### src/rtl/axi_txn_sequencer_if.sv
// Bundle of start/enable controls, per-port engine handshake lines and sequence status
// exchanged between the AXI transaction sequencer (slave) and whatever drives it (master).
interface axi_txn_sequencer_if #(
   parameter int NUM_CH = 2
);
   logic              start;
   logic [NUM_CH-1:0] ch_en;
   logic [NUM_CH-1:0] init_o;
   logic [NUM_CH-1:0] done_i;
   logic [NUM_CH-1:0] error_i;
   logic              busy;
   logic              seq_done;
   logic              pass;
   logic [NUM_CH-1:0] fail_mask;
   logic [NUM_CH-1:0] timeout_mask;

   modport master (
      output start, ch_en, done_i, error_i,
      input  init_o, busy, seq_done, pass, fail_mask, timeout_mask
   );

   modport slave (
      input  start, ch_en, done_i, error_i,
      output init_o, busy, seq_done, pass, fail_mask, timeout_mask
   );
endinterface

### src/rtl/axi_txn_sequencer.sv
// Runs each enabled AXI master test engine in turn (gap, init pulse, wait for done) and
// reports per-port fail/timeout masks plus a pass flag. Define AXI_SEQ_TIMEOUT_EN for WAIT timeouts.
module axi_txn_sequencer #(
   parameter int NUM_CH         = 2,
   parameter int GAP_CYCLES     = 20,
   parameter int PULSE_CYCLES   = 2,
   parameter int TIMEOUT_CYCLES = 4096
) (
   input  logic                 ACLK,
   input  logic                 ARESET,
   axi_txn_sequencer_if.slave   bus
);

   localparam int CNT_MAX_V = (GAP_CYCLES > PULSE_CYCLES)
                              ? ((GAP_CYCLES > TIMEOUT_CYCLES) ? GAP_CYCLES : TIMEOUT_CYCLES)
                              : ((PULSE_CYCLES > TIMEOUT_CYCLES) ? PULSE_CYCLES : TIMEOUT_CYCLES);
   localparam int CNT_W = $clog2(CNT_MAX_V + 1);
   localparam int CH_W  = (NUM_CH > 1) ? $clog2(NUM_CH) : 1;

   localparam logic [CNT_W-1:0] CNT_SAT    = CNT_W'(CNT_MAX_V);
   localparam logic [CNT_W-1:0] GAP_LAST   = CNT_W'((GAP_CYCLES > 0) ? GAP_CYCLES - 1 : 0);
   localparam logic [CNT_W-1:0] PULSE_LAST = CNT_W'(PULSE_CYCLES - 1);
`ifdef AXI_SEQ_TIMEOUT_EN
   localparam logic [CNT_W-1:0] TO_LAST    = CNT_W'(TIMEOUT_CYCLES - 1);
`endif

   typedef enum logic [2:0] {
      S_IDLE,
      S_GAP,
      S_PULSE,
      S_WAIT,
      S_NEXT,
      S_FINISH
   } state_e;

   state_e            state_q;
   logic [CH_W-1:0]   ch_q;
   logic [NUM_CH-1:0] en_q;
   logic [CNT_W-1:0]  cnt_q;
   logic [NUM_CH-1:0] init_q;
   logic              busy_q;
   logic              seq_done_q;
   logic              pass_q;
   logic [NUM_CH-1:0] fail_q;
   logic [NUM_CH-1:0] timeout_q;

   logic [CH_W-1:0]   first_ch_d;
   logic              first_vld_d;
   logic [CH_W-1:0]   next_ch_d;
   logic              next_vld_d;
   logic [CNT_W-1:0]  cnt_inc_d;

   function automatic logic [NUM_CH-1:0] ch_onehot(input logic [CH_W-1:0] idx);
      ch_onehot      = '0;
      ch_onehot[idx] = 1'b1;
   endfunction

   // Scanning downwards lets the lowest enabled index win.
   always_comb begin
      first_vld_d = 1'b0;
      first_ch_d  = '0;
      next_vld_d  = 1'b0;
      next_ch_d   = '0;
      for (int i = NUM_CH - 1; i >= 0; i--) begin
         if (bus.ch_en[i]) begin
            first_vld_d = 1'b1;
            first_ch_d  = CH_W'(i);
         end
         if (en_q[i] && (i > int'(ch_q))) begin
            next_vld_d = 1'b1;
            next_ch_d  = CH_W'(i);
         end
      end
   end

   assign cnt_inc_d = (cnt_q == CNT_SAT) ? cnt_q : cnt_q + 1'b1;

   // NOTE: every register here, including the masks, is cleared by the synchronous reset and
   // updated with non-blocking assignments so all state advances together on the clock edge.
   always_ff @(posedge ACLK) begin
      if (ARESET) begin
         state_q    <= S_IDLE;
         ch_q       <= '0;
         en_q       <= '0;
         cnt_q      <= '0;
         init_q     <= '0;
         busy_q     <= 1'b0;
         seq_done_q <= 1'b0;
         pass_q     <= 1'b0;
         fail_q     <= '0;
         timeout_q  <= '0;
      end else begin
         seq_done_q <= 1'b0;
         unique case (state_q)
            S_IDLE: begin
               if (bus.start) begin
                  en_q      <= bus.ch_en;
                  fail_q    <= '0;
                  timeout_q <= '0;
                  pass_q    <= 1'b0;
                  busy_q    <= 1'b1;
                  cnt_q     <= '0;
                  ch_q      <= first_ch_d;
                  if (!first_vld_d) begin
                     state_q <= S_FINISH;
                  end else if (GAP_CYCLES == 0) begin
                     state_q <= S_PULSE;
                     init_q  <= ch_onehot(first_ch_d);
                  end else begin
                     state_q <= S_GAP;
                  end
               end
            end
            S_GAP: begin
               if (cnt_q == GAP_LAST) begin
                  state_q <= S_PULSE;
                  cnt_q   <= '0;
                  init_q  <= ch_onehot(ch_q);
               end else begin
                  cnt_q <= cnt_inc_d;
               end
            end
            S_PULSE: begin
               if (cnt_q == PULSE_LAST) begin
                  state_q <= S_WAIT;
                  cnt_q   <= '0;
                  init_q  <= '0;
               end else begin
                  cnt_q <= cnt_inc_d;
               end
            end
            S_WAIT: begin
               if (bus.done_i[ch_q]) begin
                  fail_q[ch_q] <= bus.error_i[ch_q];
                  state_q      <= S_NEXT;
`ifdef AXI_SEQ_TIMEOUT_EN
               end else if (cnt_q == TO_LAST) begin
                  timeout_q[ch_q] <= 1'b1;
                  fail_q[ch_q]    <= 1'b1;
                  state_q         <= S_NEXT;
               end else begin
                  cnt_q <= cnt_inc_d;
`endif
               end
            end
            S_NEXT: begin
               cnt_q <= '0;
               if (next_vld_d) begin
                  ch_q <= next_ch_d;
                  if (GAP_CYCLES == 0) begin
                     state_q <= S_PULSE;
                     init_q  <= ch_onehot(next_ch_d);
                  end else begin
                     state_q <= S_GAP;
                  end
               end else begin
                  state_q <= S_FINISH;
               end
            end
            S_FINISH: begin
               seq_done_q <= 1'b1;
               pass_q     <= ~|fail_q;
               busy_q     <= 1'b0;
               state_q    <= S_IDLE;
            end
            default: state_q <= S_IDLE;
         endcase
      end
   end

   assign bus.init_o       = init_q;
   assign bus.busy         = busy_q;
   assign bus.seq_done     = seq_done_q;
   assign bus.pass         = pass_q;
   assign bus.fail_mask    = fail_q;
`ifdef AXI_SEQ_TIMEOUT_EN
   assign bus.timeout_mask = timeout_q;
`else
   assign bus.timeout_mask = '0;
`endif

endmodule

### src/flat_wrapper.sv
// flat-port wrapper written by rule: the top's interface ports become plain ports
module axi_txn_sequencer_flat 
#(
   parameter int NUM_CH         = 2,
   parameter int GAP_CYCLES     = 20,
   parameter int PULSE_CYCLES   = 2,
   parameter int TIMEOUT_CYCLES = 4096
)
  (ACLK, ARESET, bus_start, bus_ch_en, bus_done_i, bus_error_i, bus_init_o, bus_busy, bus_seq_done, bus_pass, bus_fail_mask, bus_timeout_mask);
  axi_txn_sequencer_if #(.NUM_CH(NUM_CH)) bus_i ();
  input  logic ACLK;
  input  logic ARESET;
  input wire logic [$bits(bus_i.start)-1:0] bus_start;
  input wire logic [$bits(bus_i.ch_en)-1:0] bus_ch_en;
  input wire logic [$bits(bus_i.done_i)-1:0] bus_done_i;
  input wire logic [$bits(bus_i.error_i)-1:0] bus_error_i;
  output wire logic [$bits(bus_i.init_o)-1:0] bus_init_o;
  output wire logic [$bits(bus_i.busy)-1:0] bus_busy;
  output wire logic [$bits(bus_i.seq_done)-1:0] bus_seq_done;
  output wire logic [$bits(bus_i.pass)-1:0] bus_pass;
  output wire logic [$bits(bus_i.fail_mask)-1:0] bus_fail_mask;
  output wire logic [$bits(bus_i.timeout_mask)-1:0] bus_timeout_mask;
  assign bus_i.start = bus_start;
  assign bus_i.ch_en = bus_ch_en;
  assign bus_i.done_i = bus_done_i;
  assign bus_i.error_i = bus_error_i;
  assign bus_init_o = bus_i.init_o;
  assign bus_busy = bus_i.busy;
  assign bus_seq_done = bus_i.seq_done;
  assign bus_pass = bus_i.pass;
  assign bus_fail_mask = bus_i.fail_mask;
  assign bus_timeout_mask = bus_i.timeout_mask;
  axi_txn_sequencer #(.NUM_CH(NUM_CH), .GAP_CYCLES(GAP_CYCLES), .PULSE_CYCLES(PULSE_CYCLES), .TIMEOUT_CYCLES(TIMEOUT_CYCLES)) u_core (.ACLK(ACLK), .ARESET(ARESET), .bus(bus_i));
endmodule
### config.mk
export PLATFORM = sky130hd
export DESIGN_NAME = axi_txn_sequencer_flat
export DESIGN_NICKNAME = d
export VERILOG_FILES = /design/src/rtl/axi_txn_sequencer_if.sv /design/src/rtl/axi_txn_sequencer.sv /design/src/flat_wrapper.sv
export SDC_FILE = /design/constraint.sdc
export NUM_CORES = 1
export LEC_CHECK = 0
export BUFFER_PORTS_ARGS = -buffer_cell sky130_fd_sc_hd__buf_2
export CAP_MARGIN = 40
export CELL_PAD_IN_SITES_DETAIL_PLACEMENT = 1
export CELL_PAD_IN_SITES_GLOBAL_PLACEMENT = 1
export CORE_ASPECT_RATIO = 1.4
export CORE_MARGIN = 1
export CORE_UTILIZATION = 45
export DETAILED_ROUTE_END_ITERATION = 10
export PLACE_DENSITY = 0.8
export SLEW_MARGIN = 25
export SYNTH_ARGS = -nofsm -noshare
export SYNTH_HDL_FRONTEND = slang
export SYNTH_SLANG_ARGS = --single-unit
### constraint.sdc
create_clock -name ACLK -period 3.5 [get_ports ACLK]
set_clock_uncertainty 0.15 [all_clocks]
set_input_delay 0.175 -clock ACLK [delete_from_list [all_inputs] [get_ports ACLK]]
set_output_delay 0.175 -clock ACLK [all_outputs]
set_load 0.05 [all_outputs]
==> metrics.md <==
| Metric | Value |
|---|---|
| Outcome | `completed` |
| Reg2Reg Launch Point | `u_core.state_q[0]` |
| Routed Antenna Nets | `0` |
| GPL Wtd Cong | `0.802` |
| CTS tree | `built` |
| Pwr/cell area | `409 mW/mm²` |
| Fin crit period | `2.17 ns` |
| First-pass GRT wire length | `5.73 mm` |
| Final hold violations | `0` |
| Peak VDD IR | `0.191 mV` |
| LEAKAGE | `0.543 nW` |
| Row count | `23` |
| Fmax | `462 MHz` |
| Most frequent cell after synthesis | `dfxtp_1` |
| Most frequent CP cell | `a31oi_1` |
| Worst EP arrival | `2.22 ns` |
| Worst EP required | `3.55 ns` |
| Relative slew margins | `52.3%` |
| Top-area cell type share of the netlist area | `36.5%` |
| EDFF count, synth | `0` |
| Die Height | `67.3 µm` |
| Layout net count | `196` |
| NetSw | `188 µW` |
| Total grt overflow | `0` |
| Worst Tran Pin Value | `0.714 ns` |
| Drt drc | `0` |
| Clock power frac | `28.1%` |
| Flops & latches, synth | `25` |
| H-tree levels | `1` |
| Met3 wire len | `92 µm` |
| Top_reg_cell synth | `dfxtp_1` |
| TritonCTS Sinks | `25` |
| Worst Setup EP | `u_core.cnt_q[6]` |
| Die W | `48.6 µm` |
| CTS Hold Bufs | `0` |
| Post-CTS sizing | `0` |
| Non-Filler Instances | `220` |
| Seq pwr share | `51.8%` |
| Initial antenna violation count | `0` |
| Yosys cell types | `44` |
| Crit path cell chain | `or3b_1 -> a31oi_1 -> a211oi_1 -> or4_1 -> a31oi_1` |
| Post-Syn Instances | `173` |
| Async S/R FF share, synth | `0%` |
| Crit-path max cell delay | `0.60 ns` |
| Unrepaired setup endpoints after global routing | `false` |
| Clk root buf | `clkbuf_8` |
| Via/cell ratio | `5.68` |
| Starting Density | `47.6%` |
| Share of layout cells above drive strength 1 | `12.6%` |
| Worst-Skew Late Latency | `0.27 ns` |
| Worst-path clk slew | `0.08 ns` |
| Multi-input gate area | `802 µm²` |
| Top Metal Used | `met4` |
| Area growth syn-to-layout | `8.58%` |
| Port Buffers | `15` |
| Reg2Reg Depth | `5` |
| Max Cap Viol | `0` |
| Final WL | `3.36 mm` |
| Internal power | `420 µW` |
| Worst path slowest cell | `dfxtp_1` |
| Synthesized area | `0.00137 mm²` |
| CTS max path bufs | `2` |
| YS warnings | `0` |
| Fillers | `379` |
| Reg2reg end | `u_core.cnt_q[6]` |
| Wire per inst | `15.3 µm` |
| Initial drt markers | `36` |
| Period utilization | `61.9%` |
| I/O pins | `18` |
| Post-synth top area cell | `dfxtp_1` |
| Setup TNS | `0 ns` |
| DRT Pass-1 Iters | `4` |
| Die area | `0.00327 mm²` |
| CP Class | `reg2reg` |
| Power share of the combinational group | `20.0%` |
| Syn_area_per_cell | `7.92 µm²` |
| Via count of the routed design | `1,250` |
| Worst-path fanout max | `14` |
| N_diodes | `0` |
| Core area | `0.00288 mm²` |
| Critical path origin | `u_core.state_q[0]` |
| Overall global routing resource usage | `22.7%` |
| Met2 routed wirelength | `1.77 mm` |
| Worst setup EP type | `flip-flop` |
| Sw Ratio | `31.0%` |
| Min-Delay Path Class | `in2reg` |
| Largest net degree at the start of global routing | `19` |
| FF/Latch Area | `500 µm²` |
| DRT met1 WL | `1.41 mm` |
| Setup violators final | `0` |
| Crit path launch type | `flip-flop` |
| R2R Setup Slk | `1.33 ns` |
| Share of the yosys chip area belonging to registers | `36.5%` |
| Vias in the first global route | `1,278` |
| Post-DP HPWL | `2.55 mm` |
| CTS Buf Count | `3` |
| Final Max Slew Viols | `0` |
| Synth top area cells | `dfxtp_1, nor2_1, nand2_1, xnor2_1, a21oi_1` |
| Top cells by count, synth | `dfxtp_1, nor2_1, nand2_1` |
| Post-CTS Setup Inserts | `0` |
| Placed cells | `216` |
==> layout make-up <==
type / count / share of cell area (%)
Multi-Input combinational cell: 134 / 53.9
Sequential cell: 25 / 33.6
Timing Repair Buffer: 15 / 5.05
Tap cell: 37 / 3.11
Clock buffer: 4 / 3.03
Inverter: 5 / 1.26
==> routing by layer <==
| layer | track usage, % | vias to the layer above |
|---|---|---|
| met5 | 0 | - |
| met4 | 9.93 | 0 |
| met3 | 3.15 | 11 |
| met2 | 45.0 | 22 |
| met1 | 23.6 | 587 |
| li1 | - | 630 |
==> state kept, by name, indices dropped and copies added, names as in the netlist <==
name / cells
u_core.bus.busy: 1
u_core.bus.init_o: 2
u_core.state_q: 3
u_core.bus.pass: 1
u_core.en_q: 1
u_core.cnt_q: 13
u_core.ch_q: 1
u_core.bus.fail_mask: 2
u_core.bus.seq_done: 1
==> cell usage in the layout (no fill, tap or decap), types with 2 or more instances in the layout <==
cell / Yosys / routed
nor2b_1: 3 / 3
mux2_2: 2 / 2
nand3_1: 5 / 5
nand2_1: 17 / 17
dfxtp_1: 25 / 25
a21oi_1: 10 / 10
buf_2: 3 / 15
nor4_1: 5 / 5
nand4_1: 2 / 2
a22oi_1: 2 / 2
or4_1: 2 / 2
mux2i_1: 2 / 2
or3_1: 2 / 2
o21ai_0: 10 / 10
a31oi_1: 2 / 2
inv_1: 5 / 5
clkbuf_8: 0 / 3
and3_1: 2 / 2
nand3b_1: 2 / 2
ha_1: 3 / 3
xor2_1: 2 / 2
xnor2_1: 7 / 7
nor3_1: 10 / 10
conb_1: 1 / 2
nor2_1: 24 / 24
==> through the flow <==
step | setup slack, ns | utilization (%) | instance area (µm²) | hold slack (ns) | total power, mW
after floorplan | 1.64 | - | 1370 | 0.172 | 0.416
after global placement | 1.38 | 50.1 | 1440 | 0.298 | 0.438
after detailed placement | 1.36 | 50.1 | 1440 | 0.309 | 0.444
after CTS | 1.33 | 51.7 | 1490 | 0.0296 | 0.614
after global routing | 1.18 | 51.7 | 1490 | 0.0715 | 0.641
final | 1.33 | 51.7 | 1490 | 0.0308 | 0.608
==> power groups by stage <==
stage          combinational, mW  clock, mW  sequential (mW)
2_1_floorplan             0.0902          0            0.326
6_report                   0.122      0.171            0.315
5_1_grt                    0.136      0.188            0.318
4_1_cts                    0.123      0.175            0.315
3_5_place_dp               0.122          0            0.322
3_3_place_gp               0.117          0            0.321
==> worst min-delay path by stage <==
stage	startpoint	end	slack [ns]	cells past startpoint
CTS	bus_ch_en[1]	u_core.en_q[1]	0.03	3
floorplan	bus_ch_en[1]	u_core.en_q[1]	0.17	2
finish	bus_ch_en[1]	u_core.en_q[1]	0.03	3
global placement	bus_ch_en[1]	u_core.en_q[1]	0.30	3
detailed placement	bus_ch_en[1]	u_core.en_q[1]	0.31	3
global route	bus_ch_en[1]	u_core.en_q[1]	0.07	3
==> worst max-delay path: cells and delay by family (launching register included) <==
family	cells	cell delay (ns)
compound gates	3	0.45
flops	1	0.60
simple gates	2	0.91
==> kinds of logic after synthesis <==
kind of cell	count (synthesis)	share of synthesized area, %
adder cells (fa/ha/maj)	4	3.56
flip-flops	25	36.5
AND/OR/NAND/NOR	80	29.2
AO/OA/AOI/OAI	35	16.3
XOR/XNOR	9	5.75
multiplexers	4	3.10
other	1	0.274
buffers and inverters	15	5.20
Power figures use the tool's default switching activity.
